--- src/rtl/dds_pkg.sv ---
// Shared types for the DDS frequency-sweep sequencer: widths, FSM states, latched sweep config.
// Pure declarations; no latency, no backpressure.
package dds_pkg;

    localparam int KW_W_DEF    = 32;
    localparam int DWELL_W_DEF = 16;

    typedef enum logic [1:0] {
        ST_IDLE,
        ST_DWELL,
        ST_STEP,
        ST_DONE
    } sweep_state_e;

    typedef enum logic {
        DIR_UP,
        DIR_DOWN
    } sweep_dir_e;

    typedef struct packed {
        logic [KW_W_DEF-1:0]    start_kw;
        logic [KW_W_DEF-1:0]    stop_kw;
        logic [KW_W_DEF-1:0]    step_kw;
        logic [DWELL_W_DEF-1:0] dwell;
        logic                   continuous;
        sweep_dir_e             dir;
    } sweep_cfg_t;

    // A dwell of 0 behaves like 1; the counter counts down to zero inclusive.
    function automatic logic [DWELL_W_DEF-1:0] dwell_reload(input logic [DWELL_W_DEF-1:0] d);
        return (d == '0) ? '0 : d - DWELL_W_DEF'(1);
    endfunction

endpackage

--- src/rtl/dds_sweep_ctrl_if.sv ---
// Control/config and DDS-facing outputs of the sweep sequencer, bundled for one-port hookup.
// Wires only; no latency, no backpressure.
interface dds_sweep_ctrl_if #(
    parameter int KW_W    = 32,
    parameter int DWELL_W = 16
);
    logic               start;
    logic               abort;
    logic               continuous;
    logic [KW_W-1:0]    start_kw;
    logic [KW_W-1:0]    stop_kw;
    logic [KW_W-1:0]    step_kw;
    logic [DWELL_W-1:0] dwell;
    logic [KW_W-1:0]    kw;
    logic               phase_clr;
    logic               busy;
    logic               done;
    logic [KW_W-1:0]    point_idx;

    modport master (
        output start, abort, continuous, start_kw, stop_kw, step_kw, dwell,
        input  kw, phase_clr, busy, done, point_idx
    );

    modport slave (
        input  start, abort, continuous, start_kw, stop_kw, step_kw, dwell,
        output kw, phase_clr, busy, done, point_idx
    );
endinterface

--- src/rtl/dds_dwell_timer.sv ---
// Loadable down-counter with zero flag that times how long each sweep point is held.
// Load/decrement take effect on the next clk edge; no backpressure (decrement stalls at zero).
module dds_dwell_timer #(
    parameter int W = 16
) (
    input  logic         clk,
    input  logic         rst,
    input  logic         load,
    input  logic [W-1:0] load_val,
    input  logic         dec,
    output logic         zero
);

    logic [W-1:0] cnt;

    always_ff @(posedge clk or posedge rst) begin
        if (rst) begin
            cnt <= '0;
        end else if (load) begin
            cnt <= load_val;
        end else if (dec && (cnt != '0)) begin
            cnt <= cnt - W'(1);
        end
    end

    assign zero = (cnt == '0);

endmodule

--- src/rtl/dds_sweep_ctrl.sv ---
// Steps the DDS tuning word from start_kw to stop_kw with clamping, dwell timing, repeat and abort.
// All outputs registered, first point one cycle after start; no backpressure (abort wins over all).
module dds_sweep_ctrl
    import dds_pkg::*;
#(
    parameter int KW_W    = KW_W_DEF,
    parameter int DWELL_W = DWELL_W_DEF
) (
    input  logic             clk,
    input  logic             rst,
    dds_sweep_ctrl_if.slave  sw
);

    sweep_state_e      state_q, state_d;
    sweep_cfg_t        cfg_q, cfg_d;
    logic [KW_W-1:0]   kw_q, kw_d;
    logic [KW_W-1:0]   idx_q, idx_d;
    logic              phase_clr_q, phase_clr_d;
    logic              busy_q, busy_d;
    logic              done_q, done_d;

    logic              tmr_load;
    logic              tmr_dec;
    logic              tmr_zero;
    logic [DWELL_W-1:0] tmr_val;

    logic [KW_W:0]     sum;
    logic [KW_W:0]     diff;
    logic [KW_W-1:0]   kw_next;
    logic              last_point;

    dds_dwell_timer #(.W(DWELL_W)) u_dwell_timer (
        .clk      (clk),
        .rst      (rst),
        .load     (tmr_load),
        .load_val (tmr_val),
        .dec      (tmr_dec),
        .zero     (tmr_zero)
    );

    // The extra top bit carries (ascending) or borrows (descending) on wrap past the word range.
    assign sum  = {1'b0, kw_q} + {1'b0, cfg_q.step_kw};
    assign diff = {1'b0, kw_q} - {1'b0, cfg_q.step_kw};

    always_comb begin
        kw_next = '0;
        if (cfg_q.dir == DIR_UP) begin
            kw_next = (sum[KW_W] || (sum[KW_W-1:0] > cfg_q.stop_kw)) ? cfg_q.stop_kw : sum[KW_W-1:0];
        end else begin
            kw_next = (diff[KW_W] || (diff[KW_W-1:0] < cfg_q.stop_kw)) ? cfg_q.stop_kw : diff[KW_W-1:0];
        end
    end

    assign last_point = (kw_q == cfg_q.stop_kw) || (cfg_q.step_kw == '0);

    always_comb begin
        state_d     = state_q;
        cfg_d       = cfg_q;
        kw_d        = kw_q;
        idx_d       = idx_q;
        phase_clr_d = 1'b0;
        busy_d      = busy_q;
        done_d      = 1'b0;
        tmr_load    = 1'b0;
        tmr_dec     = 1'b0;
        tmr_val     = dwell_reload(cfg_q.dwell);

        unique case (state_q)
            ST_IDLE: begin
                if (sw.start) begin
                    cfg_d.start_kw   = sw.start_kw;
                    cfg_d.stop_kw    = sw.stop_kw;
                    cfg_d.step_kw    = sw.step_kw;
                    cfg_d.dwell      = sw.dwell;
                    cfg_d.continuous = sw.continuous;
                    cfg_d.dir        = (sw.start_kw <= sw.stop_kw) ? DIR_UP : DIR_DOWN;
                    kw_d             = sw.start_kw;
                    idx_d            = '0;
                    phase_clr_d      = 1'b1;
                    busy_d           = 1'b1;
                    tmr_load         = 1'b1;
                    tmr_val          = dwell_reload(sw.dwell);
                    state_d          = ST_DWELL;
                end
            end
            ST_DWELL: begin
                if (!tmr_zero) begin
                    tmr_dec = 1'b1;
                end else if (!last_point) begin
                    state_d = ST_STEP;
                end else if (cfg_q.continuous) begin
                    kw_d        = cfg_q.start_kw;
                    idx_d       = '0;
                    phase_clr_d = 1'b1;
                    tmr_load    = 1'b1;
                end else begin
                    busy_d  = 1'b0;
                    done_d  = 1'b1;
                    state_d = ST_DONE;
                end
            end
            ST_STEP: begin
                kw_d     = kw_next;
                idx_d    = idx_q + KW_W'(1);
                tmr_load = 1'b1;
                state_d  = ST_DWELL;
            end
            ST_DONE: begin
                state_d = ST_IDLE;
            end
            default: begin
                state_d = ST_IDLE;
            end
        endcase

        if (sw.abort) begin
            state_d     = ST_IDLE;
            cfg_d       = cfg_q;
            kw_d        = '0;
            idx_d       = '0;
            phase_clr_d = 1'b0;
            busy_d      = 1'b0;
            done_d      = 1'b0;
            tmr_load    = 1'b1;
            tmr_val     = '0;
            tmr_dec     = 1'b0;
        end
    end

    always_ff @(posedge clk or posedge rst) begin
        if (rst) begin
            state_q     <= ST_IDLE;
            cfg_q       <= '0;
            kw_q        <= '0;
            idx_q       <= '0;
            phase_clr_q <= 1'b0;
            busy_q      <= 1'b0;
            done_q      <= 1'b0;
        end else begin
            state_q     <= state_d;
            cfg_q       <= cfg_d;
            kw_q        <= kw_d;
            idx_q       <= idx_d;
            phase_clr_q <= phase_clr_d;
            busy_q      <= busy_d;
            done_q      <= done_d;
        end
    end

    assign sw.kw        = kw_q;
    assign sw.point_idx = idx_q;
    assign sw.phase_clr = phase_clr_q;
    assign sw.busy      = busy_q;
    assign sw.done      = done_q;

endmodule

--- src/flat_wrapper.sv ---
// flat-port wrapper written by rule: the top's interface ports become plain ports
module dds_sweep_ctrl_flat import dds_pkg::*;
#(
    parameter int KW_W    = KW_W_DEF,
    parameter int DWELL_W = DWELL_W_DEF
)
  (clk, rst, sw_start, sw_abort, sw_continuous, sw_start_kw, sw_stop_kw, sw_step_kw, sw_dwell, sw_kw, sw_phase_clr, sw_busy, sw_done, sw_point_idx);
  dds_sweep_ctrl_if #(.KW_W(KW_W), .DWELL_W(DWELL_W)) sw_i ();
  input  logic clk;
  input  logic rst;
  input wire logic [$bits(sw_i.start)-1:0] sw_start;
  input wire logic [$bits(sw_i.abort)-1:0] sw_abort;
  input wire logic [$bits(sw_i.continuous)-1:0] sw_continuous;
  input wire logic [$bits(sw_i.start_kw)-1:0] sw_start_kw;
  input wire logic [$bits(sw_i.stop_kw)-1:0] sw_stop_kw;
  input wire logic [$bits(sw_i.step_kw)-1:0] sw_step_kw;
  input wire logic [$bits(sw_i.dwell)-1:0] sw_dwell;
  output wire logic [$bits(sw_i.kw)-1:0] sw_kw;
  output wire logic [$bits(sw_i.phase_clr)-1:0] sw_phase_clr;
  output wire logic [$bits(sw_i.busy)-1:0] sw_busy;
  output wire logic [$bits(sw_i.done)-1:0] sw_done;
  output wire logic [$bits(sw_i.point_idx)-1:0] sw_point_idx;
  assign sw_i.start = sw_start;
  assign sw_i.abort = sw_abort;
  assign sw_i.continuous = sw_continuous;
  assign sw_i.start_kw = sw_start_kw;
  assign sw_i.stop_kw = sw_stop_kw;
  assign sw_i.step_kw = sw_step_kw;
  assign sw_i.dwell = sw_dwell;
  assign sw_kw = sw_i.kw;
  assign sw_phase_clr = sw_i.phase_clr;
  assign sw_busy = sw_i.busy;
  assign sw_done = sw_i.done;
  assign sw_point_idx = sw_i.point_idx;
  dds_sweep_ctrl #(.KW_W(KW_W), .DWELL_W(DWELL_W)) u_core (.clk(clk), .rst(rst), .sw(sw_i));
endmodule
--- config.mk ---
export PLATFORM = sky130hd
export DESIGN_NAME = dds_sweep_ctrl_flat
export DESIGN_NICKNAME = d
export VERILOG_FILES = /design/src/rtl/dds_pkg.sv /design/src/rtl/dds_sweep_ctrl_if.sv /design/src/rtl/dds_dwell_timer.sv /design/src/rtl/dds_sweep_ctrl.sv /design/src/flat_wrapper.sv
export SDC_FILE = /design/constraint.sdc
export NUM_CORES = 1
export LEC_CHECK = 0
export CORE_MARGIN = 4
export CORE_UTILIZATION = 55
export DETAILED_ROUTE_END_ITERATION = 12
export HOLD_SLACK_MARGIN = 0.05
export PLACE_DENSITY = 0.78
export REMOVE_ABC_BUFFERS = 1
export SYNTH_ARGS = -nofsm -noshare
export SYNTH_HDL_FRONTEND = slang
export SYNTH_SLANG_ARGS = --single-unit
--- constraint.sdc ---
create_clock -name clk -period 11.95 [get_ports clk]
set_input_delay 1.195 -clock clk [delete_from_list [all_inputs] [get_ports clk]]
set_output_delay 1.195 -clock clk [all_outputs]
set_load 0.05 [all_outputs]
==> run_results.csv <==
group,metric,value,unit
clock_tree,cts_hold_buf,0,
floorplanning,die_width,181,um
min_path,hp-start,"u_core.sw.point_idx[31]$_DFFE_PP0P_",
logic_synthesis,ys.flop_type,"dfrtp_1",
grt,grt_max_degree,96,
placed_design,dp_cells,2420,
job,cap_violations,0,
min_path,min_path_cells,1,
detailed_routing,via_count,15500,
sta,fmax,149,MHz
detailed_routing,post_drt_wl_per_cell,22.6,um
logic_synthesis,yosys_warnings,0,
clock_tree,path_clk_slew,0.08,ns
sta,fin_crit,6.70,ns
power_and_ir_drop,vdd_drop_max,0.195,mV
finish,fillers,2457,
logic_synthesis,synth-edff-count,0,
detailed_routing,drt_iter0_markers,1569,
finish,nets,2343,
grt,grt.overflow.total,0,
worst_setup_path,r2r-end,"u_core.sw.kw[29]$_DFFE_PP0P_",
logic_synthesis,syn_avg_cell_area,8.48,um^2
detailed_routing,drtPass1Iterations,8,
clock_tree,ctsResizeCount,0,
placed_design,place.gp.congestion,0.996,
grt,grt_pass1_vias,15200,
clock_tree,cts_setup_buffers,0,
finish,area_growth,16.4,%
power_and_ir_drop,powerDensity,341,nW/um^2
clock_tree,cts_buffer_depth,2,
worst_setup_path,cp-end-kind,"register",
sta,relSlewSlack,0.199,
logic_synthesis,syn_area,16400,um^2
power_and_ir_drop,power,0.00650,W
worst_setup_path,path_class,"register to register",
finish,drive_gt1_frac,0.0779,
sta,finalMaxSlewViolations,0,
logic_synthesis,yosys_register_bits,199,
clock_tree,clkLatencyLatePin,0.47,ns
grt,grt_pass1_wl,86.5,mm
clock_tree,clock-sinks,199,
finish,most-common-layout-cells,"199 x dfrtp_1, 184 x a21oi_1, 182 x clkdlybuf4s50_1",
finish,final_common_cell,"dfrtp_1",
outcome,status,"completed",
detailed_routing,route.detailed.drc,0,
logic_synthesis,synthCells,1931,
detailed_routing,ant_nets,0,
detailed_routing,viasPerCell,6.33,
floorplanning,row_count,62,
logic_synthesis,synth-seq-area-share,0.304,
min_path,min_to,"u_core.sw.point_idx[31]$_DFFE_PP0P_",
sta,fin_crit_sh,0.561,
placed_design,io_buffer_count,183,
worst_setup_path,crit_fanout,11,
sta,rsz0062_at_grt,"false",
logic_synthesis,synth.distinct_cells,86,
grt,track_usage,0.333,
sta,setup_viol_count_final,0,
clock_tree,clockRootBuffer,"clkbuf_16",
grt,antenna_found_initial,1,
floorplanning,start_util,0.564,
worst_setup_path,critPathArrivalTime,7.05,ns
floorplanning,dieHeight,181,um
sta,finalSetupTns,0,ns
worst_setup_path,cp-start-kind,"register",
finish,final_cells,2453,
placed_design,dpl.hpwl,42.5,mm
logic_synthesis,async_flop_share,1.00,
detailed_routing,routed_wl,55.4,mm
floorplanning,core_area,29000,um^2
clock_tree,cts_tree,"done",
sta,fin_worst_skew,0.0162,ns
worst_setup_path,r2r_slack,5.25,ns
clock_tree,cts_buffers,17,
clock_tree,cts_max_level,4,
worst_setup_path,required,12.30,ns
worst_setup_path,r2r_start,"u_core.cfg_q[19]$_DFFE_PP0P_",
worst_setup_path,ff2ff_path_depth,22,
floorplanning,dieArea,32600,um^2
power_and_ir_drop,leakage,8.21,nW
floorplanning,pin_count,184,
min_path,hp-class,"register to register",
sta,worst_pin_slew,1.20,ns
sta,hold_viol,0,
## worst max path at each step
stage / endpoint / cells past startpoint / start / slack (ns)
after floorplan: u_core.cfg_q[0]$_DFFE_PP0P_ / 1 / rst / 5.33
after CTS: u_core.sw.kw[29]$_DFFE_PP0P_ / 22 / u_core.cfg_q[19]$_DFFE_PP0P_ / 5.37
after global placement: u_core.sw.kw[29]$_DFFE_PP0P_ / 23 / u_core.cfg_q[19]$_DFFE_PP0P_ / 5.52
after detailed placement: u_core.sw.kw[29]$_DFFE_PP0P_ / 22 / u_core.cfg_q[19]$_DFFE_PP0P_ / 5.37
after global routing: u_core.sw.kw[29]$_DFFE_PP0P_ / 22 / u_core.cfg_q[24]$_DFFE_PP0P_ / 4.91
final: u_core.sw.kw[29]$_DFFE_PP0P_ / 22 / u_core.cfg_q[19]$_DFFE_PP0P_ / 5.25
## power breakdown
group	switching (W)	internal [W]
sequential	0.000363	0.000933
combinational	0.00292	0.00167
clock	0.000317	0.000305
total	0.00360	0.00290
## logic make-up after synthesis
kind of cell,count (synthesis),synth area share
and+or+nand+nor,568,0.169
muxes,83,0.0568
AOI/OAI and AO/OA,541,0.209
DFF,199,0.304
adders and majority gates,171,0.132
xor gates and xnor gates,140,0.0749
buffers and inverters,229,0.0546
## worst max-delay path, stage by stage, from the launching register on
cell and delay [ns]:
dfrtp_1 0.45, inv_1 0.11, ha_1 0.30, nor2b_1 0.06, o311ai_1 0.33, nand3_1 0.21
a21boi_2 0.31, o211ai_2 0.21, a21o_1 0.22, a31o_1 0.27, o41a_1 0.41, o21a_1 0.19
or2_1 0.23, ha_1 0.29, nand4_1 0.20, nor4_1 0.38, nor3b_1 0.33, a2bb2oi_1 0.16
or3_1 0.39, nor2_1 0.82, buf_4 0.40, nand2_1 0.08, o31a_1 0.24
## through the flow
| step | worst slack [ns] | hold slack (ns) | util | instance area, um^2 |
|---|---|---|---|---|
| 2_1_floorplan | 5.33 | 0.450 | - | 16000 |
| 3_3_place_gp | 5.52 | 0.470 | 0.635 | 18400 |
| 3_5_place_dp | 5.37 | 0.493 | 0.635 | 18400 |
| 4_1_cts | 5.37 | 0.503 | 0.657 | 19100 |
| 5_1_grt | 4.91 | 0.518 | 0.657 | 19100 |
| 6_report | 5.25 | 0.493 | 0.657 | 19100 |
## area by class of cell
| cell class | count | area [um^2] | area share |
|---|---|---|---|
| Clock inverter | 15 | 205 | 0.0108 |
| Tap cell | 384 | 480 | 0.0252 |
| Clock buffer | 17 | 425 | 0.0223 |
| Multi-Input combinational cell | 1503 | 10500 | 0.552 |
| Timing Repair Buffer | 195 | 1920 | 0.101 |
| Antenna cell | 1 | 2.50 | 0.000131 |
| Sequential cell | 199 | 4980 | 0.261 |
| Inverter | 139 | 529 | 0.0278 |
## cell usage after synthesis (29+ instances only)
master      n  area share
inv_1     137       0.031
xnor2_1   110       0.059
xor2_1     30       0.016
nand2_1   134       0.031
dfrtp_1   199        0.30
nand4_1    45       0.017
mux2_2     79       0.054
a21oi_1   184       0.056
clkbuf_1   60       0.014
nor2_1    163       0.037
o21ai_0   123       0.038
nor3_1     48       0.015
nand3_1    29      0.0089
nor4_1     48       0.018
ha_1      169        0.13
## layer usage
metal  GRT usage  up-vias  wire [um]
li1            -     7236          -
met1       0.456     7452      24100
met2       0.523      732      24600
met3      0.0698      114       4630
met4       0.123        0       2090
met5           0        -          0
## state kept, by name, summed over array words and instances (netlist names)
name,flops
u_core.state_q,2
u_core.sw.busy,1
u_core.sw.done,1
u_core.u_dwell_timer.cnt,16
u_core.sw.phase_clr,1
u_core.sw.point_idx,32
u_core.cfg_q,114
u_core.sw.kw,32
(Power assumes the default switching activity.)
